<file path="src/rtl/riscv_multicycle_controller_if.sv">
// Control bus between the multicycle controller and its datapath.
// The master drives the selects and strobes; the slave supplies decode fields and status.
interface riscv_multicycle_controller_if;
  logic [6:0] op;
  logic [2:0] funct3;
  logic       funct7b5;
  logic       Zero;
  logic       MemReady;
  logic       PCWrite;
  logic       AdrSrc;
  logic       MemWrite;
  logic       MemRead;
  logic       IRWrite;
  logic [1:0] ResultSrc;
  logic [1:0] ALUSrcA;
  logic [1:0] ALUSrcB;
  logic [1:0] ImmSrc;
  logic [2:0] ALUControl;
  logic       RegWrite;
  logic       Illegal;
  logic [3:0] State;

  modport master (
    input  op, funct3, funct7b5, Zero, MemReady,
    output PCWrite, AdrSrc, MemWrite, MemRead, IRWrite,
    output ResultSrc, ALUSrcA, ALUSrcB, ImmSrc, ALUControl,
    output RegWrite, Illegal, State
  );

  modport slave (
    output op, funct3, funct7b5, Zero, MemReady,
    input  PCWrite, AdrSrc, MemWrite, MemRead, IRWrite,
    input  ResultSrc, ALUSrcA, ALUSrcB, ImmSrc, ALUControl,
    input  RegWrite, Illegal, State
  );
endinterface

</file>
<file path="src/rtl/riscv_multicycle_controller.sv">
// Multicycle RV32I control FSM: lw, sw, R/I ALU, beq, jal.
// Stalls on MemReady, halts sticky on unsupported encodings.
module riscv_multicycle_controller (
  input logic clk,
  input logic reset,
  riscv_multicycle_controller_if.master bus
);

  typedef enum logic [3:0] {
    S_FETCH    = 4'd0,
    S_DECODE   = 4'd1,
    S_MEMADR   = 4'd2,
    S_MEMREAD  = 4'd3,
    S_MEMWB    = 4'd4,
    S_MEMWRITE = 4'd5,
    S_EXECR    = 4'd6,
    S_EXECI    = 4'd7,
    S_ALUWB    = 4'd8,
    S_BEQ      = 4'd9,
    S_JAL      = 4'd10,
    S_HALT     = 4'd15
  } state_t;

  localparam logic [6:0] OP_LW = 7'b0000011;
  localparam logic [6:0] OP_SW = 7'b0100011;
  localparam logic [6:0] OP_R  = 7'b0110011;
  localparam logic [6:0] OP_I  = 7'b0010011;
  localparam logic [6:0] OP_B  = 7'b1100011;
  localparam logic [6:0] OP_J  = 7'b1101111;

  state_t     r_state;
  state_t     w_next;
  logic       r_illegal;
  logic       w_pcw, w_adr, w_mw, w_mr, w_irw, w_rw;
  logic [1:0] w_rs, w_sa, w_sb, w_imm;
  logic [2:0] w_alu;
  logic [2:0] w_dec_alu;
  logic       w_dec_ok;

  always_ff @(posedge clk) begin
    if (!reset) begin
      r_state   <= S_FETCH;
      r_illegal <= 1'b0;
    end else begin
      r_state   <= w_next;
      r_illegal <= (w_next == S_HALT);
    end
  end

  // ALU decode shared by EXECR and EXECI; sub only for R-type
  always_comb begin
    w_dec_alu = 3'b000;
    w_dec_ok  = 1'b1;
    unique case (bus.funct3)
      3'b000: w_dec_alu = (r_state == S_EXECR && bus.funct7b5)
                          ? 3'b001 : 3'b000;
      3'b010: w_dec_alu = 3'b101;
      3'b110: w_dec_alu = 3'b011;
      3'b111: w_dec_alu = 3'b010;
      default: w_dec_ok = 1'b0;
    endcase
  end

  always_comb begin
    w_next = r_state;
    w_pcw  = 1'b0;
    w_adr  = 1'b0;
    w_mw   = 1'b0;
    w_mr   = 1'b0;
    w_irw  = 1'b0;
    w_rw   = 1'b0;
    w_rs   = 2'b00;
    w_sa   = 2'b00;
    w_sb   = 2'b00;
    w_imm  = 2'b00;
    w_alu  = 3'b000;
    unique case (r_state)
      S_FETCH: begin
        w_mr  = 1'b1;
        w_sb  = 2'b10;
        w_rs  = 2'b10;
        w_irw = bus.MemReady;
        w_pcw = bus.MemReady;
        if (bus.MemReady) w_next = S_DECODE;
      end
      S_DECODE: begin
        w_sa  = 2'b01;
        w_sb  = 2'b01;
        w_imm = (bus.op == OP_J) ? 2'b11 : 2'b10;
        unique case (1'b1)
          (bus.op == OP_LW),
          (bus.op == OP_SW): w_next = S_MEMADR;
          (bus.op == OP_R):  w_next = S_EXECR;
          (bus.op == OP_I):  w_next = S_EXECI;
          (bus.op == OP_B):  w_next = S_BEQ;
          (bus.op == OP_J):  w_next = S_JAL;
          default:           w_next = S_HALT;
        endcase
      end
      S_MEMADR: begin
        w_sa   = 2'b10;
        w_sb   = 2'b01;
        w_imm  = (bus.op == OP_SW) ? 2'b01 : 2'b00;
        w_next = (bus.op == OP_SW) ? S_MEMWRITE : S_MEMREAD;
      end
      S_MEMREAD: begin
        w_adr = 1'b1;
        w_mr  = 1'b1;
        if (bus.MemReady) w_next = S_MEMWB;
      end
      S_MEMWB: begin
        w_rs   = 2'b01;
        w_rw   = 1'b1;
        w_next = S_FETCH;
      end
      S_MEMWRITE: begin
        w_adr = 1'b1;
        w_mw  = 1'b1;
        if (bus.MemReady) w_next = S_FETCH;
      end
      S_EXECR: begin
        w_sa   = 2'b10;
        w_alu  = w_dec_alu;
        w_next = w_dec_ok ? S_ALUWB : S_HALT;
      end
      S_EXECI: begin
        w_sa   = 2'b10;
        w_sb   = 2'b01;
        w_alu  = w_dec_alu;
        w_next = w_dec_ok ? S_ALUWB : S_HALT;
      end
      S_ALUWB: begin
        w_rw   = 1'b1;
        w_next = S_FETCH;
      end
      S_BEQ: begin
        w_sa   = 2'b10;
        w_alu  = 3'b001;
        w_pcw  = bus.Zero && (bus.funct3 == 3'b000);
        w_next = (bus.funct3 == 3'b000) ? S_FETCH : S_HALT;
      end
      S_JAL: begin
        w_sa   = 2'b01;
        w_sb   = 2'b10;
        w_pcw  = 1'b1;
        w_next = S_ALUWB;
      end
      S_HALT: w_next = S_HALT;
      default: w_next = S_FETCH;
    endcase
    if (!reset) begin
      w_pcw = 1'b0;
      w_irw = 1'b0;
      w_mw  = 1'b0;
      w_mr  = 1'b0;
      w_rw  = 1'b0;
    end
  end

  assign bus.PCWrite    = w_pcw;
  assign bus.AdrSrc     = w_adr;
  assign bus.MemWrite   = w_mw;
  assign bus.MemRead    = w_mr;
  assign bus.IRWrite    = w_irw;
  assign bus.RegWrite   = w_rw;
  assign bus.ResultSrc  = w_rs;
  assign bus.ALUSrcA    = w_sa;
  assign bus.ALUSrcB    = w_sb;
  assign bus.ImmSrc     = w_imm;
  assign bus.ALUControl = w_alu;
  assign bus.Illegal    = r_illegal;
  assign bus.State      = r_state;

endmodule

</file>
<file path="src/flat_wrapper.sv">
// flat-port wrapper written by rule: the top's interface ports become plain ports
module riscv_multicycle_controller_flat 
  (clk, reset, bus_op, bus_funct3, bus_funct7b5, bus_Zero, bus_MemReady, bus_PCWrite, bus_AdrSrc, bus_MemWrite, bus_MemRead, bus_IRWrite, bus_ResultSrc, bus_ALUSrcA, bus_ALUSrcB, bus_ImmSrc, bus_ALUControl, bus_RegWrite, bus_Illegal, bus_State);
  riscv_multicycle_controller_if bus_i ();
  input logic clk;
  input logic reset;
  input wire logic [$bits(bus_i.op)-1:0] bus_op;
  input wire logic [$bits(bus_i.funct3)-1:0] bus_funct3;
  input wire logic [$bits(bus_i.funct7b5)-1:0] bus_funct7b5;
  input wire logic [$bits(bus_i.Zero)-1:0] bus_Zero;
  input wire logic [$bits(bus_i.MemReady)-1:0] bus_MemReady;
  output wire logic [$bits(bus_i.PCWrite)-1:0] bus_PCWrite;
  output wire logic [$bits(bus_i.AdrSrc)-1:0] bus_AdrSrc;
  output wire logic [$bits(bus_i.MemWrite)-1:0] bus_MemWrite;
  output wire logic [$bits(bus_i.MemRead)-1:0] bus_MemRead;
  output wire logic [$bits(bus_i.IRWrite)-1:0] bus_IRWrite;
  output wire logic [$bits(bus_i.ResultSrc)-1:0] bus_ResultSrc;
  output wire logic [$bits(bus_i.ALUSrcA)-1:0] bus_ALUSrcA;
  output wire logic [$bits(bus_i.ALUSrcB)-1:0] bus_ALUSrcB;
  output wire logic [$bits(bus_i.ImmSrc)-1:0] bus_ImmSrc;
  output wire logic [$bits(bus_i.ALUControl)-1:0] bus_ALUControl;
  output wire logic [$bits(bus_i.RegWrite)-1:0] bus_RegWrite;
  output wire logic [$bits(bus_i.Illegal)-1:0] bus_Illegal;
  output wire logic [$bits(bus_i.State)-1:0] bus_State;
  assign bus_i.op = bus_op;
  assign bus_i.funct3 = bus_funct3;
  assign bus_i.funct7b5 = bus_funct7b5;
  assign bus_i.Zero = bus_Zero;
  assign bus_i.MemReady = bus_MemReady;
  assign bus_PCWrite = bus_i.PCWrite;
  assign bus_AdrSrc = bus_i.AdrSrc;
  assign bus_MemWrite = bus_i.MemWrite;
  assign bus_MemRead = bus_i.MemRead;
  assign bus_IRWrite = bus_i.IRWrite;
  assign bus_ResultSrc = bus_i.ResultSrc;
  assign bus_ALUSrcA = bus_i.ALUSrcA;
  assign bus_ALUSrcB = bus_i.ALUSrcB;
  assign bus_ImmSrc = bus_i.ImmSrc;
  assign bus_ALUControl = bus_i.ALUControl;
  assign bus_RegWrite = bus_i.RegWrite;
  assign bus_Illegal = bus_i.Illegal;
  assign bus_State = bus_i.State;
  riscv_multicycle_controller u_core (.clk(clk), .reset(reset), .bus(bus_i));
endmodule
</file>
<file path="config.mk">
export PLATFORM = sky130hd
export DESIGN_NAME = riscv_multicycle_controller_flat
export DESIGN_NICKNAME = d
export VERILOG_FILES = /design/src/rtl/riscv_multicycle_controller_if.sv /design/src/rtl/riscv_multicycle_controller.sv /design/src/flat_wrapper.sv
export SDC_FILE = /design/constraint.sdc
export NUM_CORES = 1
export LEC_CHECK = 0
export ABC_CLOCK_PERIOD_IN_PS = 1800
export BUFFER_PORTS_ARGS = -buffer_cell sky130_fd_sc_hd__buf_4
export CAP_MARGIN = 10
export CORE_UTILIZATION = 46
export CTS_BUF_LIST = sky130_fd_sc_hd__clkbuf_4
export DETAILED_ROUTE_END_ITERATION = 8
export MAX_ROUTING_LAYER = met4
export PLACE_DENSITY = 0.9
export SLEW_MARGIN = 25
export SYNTH_ARGS = -nofsm -noshare
export SYNTH_HDL_FRONTEND = slang
export SYNTH_SLANG_ARGS = --single-unit
</file>
<file path="constraint.sdc">
create_clock -name clk -period 1.8 [get_ports clk]
set_input_delay 0.27 -clock clk [delete_from_list [all_inputs] [get_ports clk]]
set_output_delay 0.27 -clock clk [all_outputs]
set_load 0.005 [all_outputs]
</file>
==> results_tabular.tex <==
\begin{tabular}{lr}
\hline
Metric & Value \\
\hline
\multicolumn{2}{l}{\textbf{Final layout}} \\
\quad Final Core Density & 0.822 \\
\quad Layout net count & $\sim$170 \\
\quad Area added between synthesis and finish & 56.8\% \\
\quad Fraction of layout cells with a size suffix above 1 & 0.458 \\
\quad Number of antenna cells inserted & 0 \\
\multicolumn{2}{l}{\textbf{Pwr}} \\
\quad Maximum vdd drop & about 0.69 mV \\
\quad Leakage power of the design & approximately 0.5 nW \\
\quad Pwr Density & around 1300 nW/um\^{}2 \\
\multicolumn{2}{l}{\textbf{Clock tree}} \\
\quad Hold-fix buffers, CTS & 0 \\
\quad Clock sinks & 5 \\
\quad Buffer levels on the longest clock path & 2 \\
\quad Clock latency reported for the late side of the worst-skew pair & roughly 0.24 ns \\
\quad Clock root buffer & clkbuf\_4 \\
\quad CTS tree & built \\
\quad Number of CTS-inserted buffers & 3 \\
\quad H-Tree Depth & 1 \\
\quad Reg clk slew, reported paths & $\sim$0.050 ns \\
\multicolumn{2}{l}{\textbf{Synth}} \\
\quad Register area share after synthesis & 0.138 \\
\quad Mean cell area of the mapped netlist & $\sim$6.6 um\^{}2 \\
\quad Netlist area before placement & between 700 and 800 um\^{}2 \\
\quad Number of nets in the synthesized netlist & roughly 120 \\
\quad Number of warning messages in the yosys log & 0 \\
\quad FF+latch count, synth & 5 \\
\quad Number of distinct standard cells referenced by the synthesized netlist & 43 \\
\quad Cells after synthesis & between 100 and 150 \\
\multicolumn{2}{l}{\textbf{Critical path}} \\
\quad Critical Path Source Type & register \\
\quad Crit path DAT & about 1.5 ns \\
\quad Bufs and invs on worst path & 2 \\
\quad Largest incremental delay on the critical path & about 0.50 ns \\
\quad CP max stage cell & or4\_1 \\
\quad Worst reg2reg path endpoint & u\_core.bus.State[2]\$\_SDFF\_PN0\_ \\
\quad Top Family by Delay on Critical Path & simple AND/OR/NAND/NOR gates \\
\quad Category of the most critical setup path & register to primary output \\
\quad Cells along the critical path & buf\_4, or4\_1, nand2\_1, buf\_4 \\
\quad Kind of end point of the critical path & primary output \\
\quad Most common cell on crit path & buf\_4 \\
\quad Highest net fanout along the worst path & 14 \\
\quad Critical path data required time & 1.53 ns \\
\quad Reg-to-reg slack, setup & 0.23 ns \\
\quad Worst reg-to-reg path cell count & 7 \\
\quad Launch instance of the worst register-to-register path & u\_core.bus.State[1]\$\_SDFF\_PN0\_ \\
\multicolumn{2}{l}{\textbf{Timing}} \\
\quad Setup repair after global routing missed its margin & false \\
\quad Slew Limit Fails & 0 \\
\quad Final period utilization & 0.967 \\
\quad Clock Skew & about 0.0039 ns \\
\quad Least setup slack across all paths after layout & 0.0591 ns \\
\quad Hold violation total from the final report & 0 \\
\quad Setup violation total in the final timing report & 0 \\
\quad Slew at the pin with the worst max-slew slack & 0.324 ns \\
\quad Total negative slack & 0 ns \\
\quad Max transition margin & 0.783 \\
\quad Hold\_ws & about 0.36 ns \\
\quad Max Clock Freq & roughly 570 MHz \\
\quad Final Critical Period & about 1.7 ns \\
\multicolumn{2}{l}{\textbf{Floorplan}} \\
\quad Cell Rows & 13 \\
\quad Number of top-level pins & 37 \\
\quad Floorplan die width & $\sim$42 um \\
\quad Die area & 1740 um\^{}2 \\
\quad Core box area & roughly 1400 um\^{}2 \\
\quad Die Y & 41.7 um \\
\quad Initial core utilization & 0.524 \\
\multicolumn{2}{l}{\textbf{Routing}} \\
\quad Routed vias/inst & around 5.9 \\
\quad Vias & about 1000 \\
\quad DRC violation count after routing & 0 \\
\quad Number of DRC violations after detailed-routing iteration 0 & 20 \\
\quad Routed wire length & 2410 um \\
\quad Number of nets with antenna violations after detailed routing & 0 \\
\quad Number of detailed-routing iterations run before antenna repair & 4 \\
\quad Mean routed wirelength per cell & about 14 um \\
\multicolumn{2}{l}{\textbf{Global route}} \\
\quad Global-route wire length before repair & a little over 4000 um \\
\quad Residual overflow from global routing & 0 \\
\quad Pin count of the biggest net entering global routing & 17 \\
\quad Number of antenna violations at the first check in global routing & 0 \\
\quad Total routing resource utilization after global routing & 0.291 \\
\quad Number of global-route vias before repair & 930 \\
\multicolumn{2}{l}{\textbf{Placed design}} \\
\quad Count of input and output buffers & 36 \\
\quad Setup slack at placement & about 0.15 ns \\
\quad Weighted congestion at the end of routability-driven global placement & a little under 0.9 \\
\quad Detailed placement HPWL & between 1500 and 2000 um \\
\multicolumn{2}{l}{\textbf{Hold path}} \\
\quad Worst min path class & input port to register \\
\quad End point of the most critical hold path & u\_core.bus.State[0]\$\_SDFF\_PN0\_ \\
\quad Worst Hold Depth & 3 \\
\quad Beginning of the worst hold path & reset \\
\multicolumn{2}{l}{\textbf{Run status}} \\
\quad Status & completed \\
\multicolumn{2}{l}{\textbf{Flow run}} \\
\quad Max-capacitance violation count & 0 \\
\hline
\end{tabular}
-- layout make-up --
cell class | instances | area [um^2]
well taps | 15 | 18.8
fillers | 90 | 246
clock buffers | 4 | 30.0
multi-input cells | 94 | 606
flip-flops and latches | 5 | 106
repair buffers | 48 | 368
inverters | 2 | 7.51
-- worst max path at each step --
stage          slack (ns)                           start                            end  depth (start not counted)
4_1_cts              0.02  u_core.bus.State[1]$_SDFF_PN0_                    bus_PCWrite                          7
3_5_place_dp         0.15  u_core.bus.State[1]$_SDFF_PN0_                    bus_PCWrite                          7
3_3_place_gp         0.23  u_core.bus.State[1]$_SDFF_PN0_  u_core.bus.Illegal$_SDFF_PN0_                          6
2_1_floorplan        0.25  u_core.bus.State[1]$_SDFF_PN0_                    bus_PCWrite                          7
5_1_grt             0.003  u_core.bus.State[3]$_SDFF_PN0_              bus_ALUControl[0]                          4
6_report             0.06  u_core.bus.State[3]$_SDFF_PN0_              bus_ALUControl[0]                          4
-- power by group --
part           internal (mW)  switching (mW)
combinational          0.556           0.531
clock                 0.0990          0.0488
sequential             0.155          0.0721
total                  0.810           0.652
-- worst reg2reg max path, delay by kind of cell (launching register included) --
family                 cells  cell delay (ns)
and+or+nand+nor            3             0.68
buffers and inverters      2             0.29
AOI/OAI and AO/OA          2             0.20
DFF                        1             0.33
-- routing by layer --
layer	share of wire	GRT usage	routed length, um	up-vias
li1	-	-	-	487
met1	0.42	0.345	1010	460
met2	0.52	0.528	1260	45
met3	0.058	0.0391	139	2
met4	0.0033	0.0452	8	0
met5	0	-	0	-
-- timing repair --
action / CTS / global route
gates resized for setup: 4 / 11
pin swaps: 1 / 1
setup endpoints to repair: 3 / 7
buffers inserted: 3 / 0
-- stage by stage --
| stage | area (um^2) | instances | power [mW] |
|---|---|---|---|
| 6_report | 1140 | 168 | 1.46 |
| 3_3_place_gp | 1040 | 161 | 1.18 |
| 4_1_cts | 1110 | 168 | 1.40 |
| 2_1_floorplan | 724 | 109 | 0.772 |
| 5_1_grt | 1140 | 168 | 1.58 |
| 3_5_place_dp | 1040 | 161 | 1.20 |
-- cell usage after synthesis --
cell / instances / area, um^2
nor2_1: 14 / 52.6
nand2_1: 13 / 48.8
nor2b_1: 8 / 50.1
a21oi_1: 6 / 30.0
nor3_1: 6 / 30.0
buf_2: 5 / 25.0
dfxtp_1: 5 / 100
a31oi_1: 4 / 25.0
and3_1: 4 / 25.0
nand2b_1: 3 / 18.8
nand3_1: 3 / 15.0
nand4_1: 3 / 18.8
and2_1: 2 / 12.5
inv_1: 2 / 7.51
o21a_1: 2 / 15.0
o21ai_0: 2 / 10.0
a2111o_1: 1 / 11.3
a211o_1: 1 / 8.76
a211oi_1: 1 / 7.51
a21boi_1: 1 / 7.51
a41oi_1: 1 / 8.76
and4_1: 1 / 8.76
buf_1: 1 / 3.75
buf_4: 1 / 7.51
clkbuf_1: 1 / 3.75
mux2i_1: 1 / 10.0
nand3b_1: 1 / 7.51
nor2b_4: 1 / 13.8
nor3b_1: 1 / 7.51
nor4_1: 1 / 6.26
o2111ai_2: 1 / 15.0
o21ai_1: 1 / 5.00
o221a_2: 1 / 11.3
o221ai_2: 1 / 15.0
o311ai_1: 1 / 8.76
o31a_2: 1 / 10.0
o31ai_1: 1 / 7.51
or2_4: 1 / 8.76
or3_4: 1 / 11.3
or3b_1: 1 / 8.76
or4_1: 1 / 7.51
or4b_1: 1 / 10.0
xor2_1: 1 / 8.76
-- sequential cells by signal, indices dropped and copies added (netlist names) --
signal              count
u_core.bus.State        4
u_core.bus.Illegal      1
-- cells by family (layout without fill, tap and decap cells) --
| kind of cell | after synthesis | after routing | synth area share |
|---|---|---|---|
| simple gates | 66 | 66 | 0.499 |
| xor+xnor | 1 | 1 | 0.0121 |
| mux | 1 | 1 | 0.0138 |
| flops | 5 | 5 | 0.138 |
| compound gates | 26 | 26 | 0.271 |
| buf+inv | 10 | 54 | 0.0656 |
-- layout by cell type, fill, tap and decap left out, types with 3 or more instances in the layout --
master,count
and3_1,4
nand3_1,3
nor2_1,12
nor2b_2,4
nand4_1,3
nor2b_1,4
nand2b_1,3
nor3_1,6
buf_4,46
clkbuf_4,4
nand2_1,13
a31oi_1,4
a21oi_1,5
No activity file was read; power rests on OpenSTA's default activity.
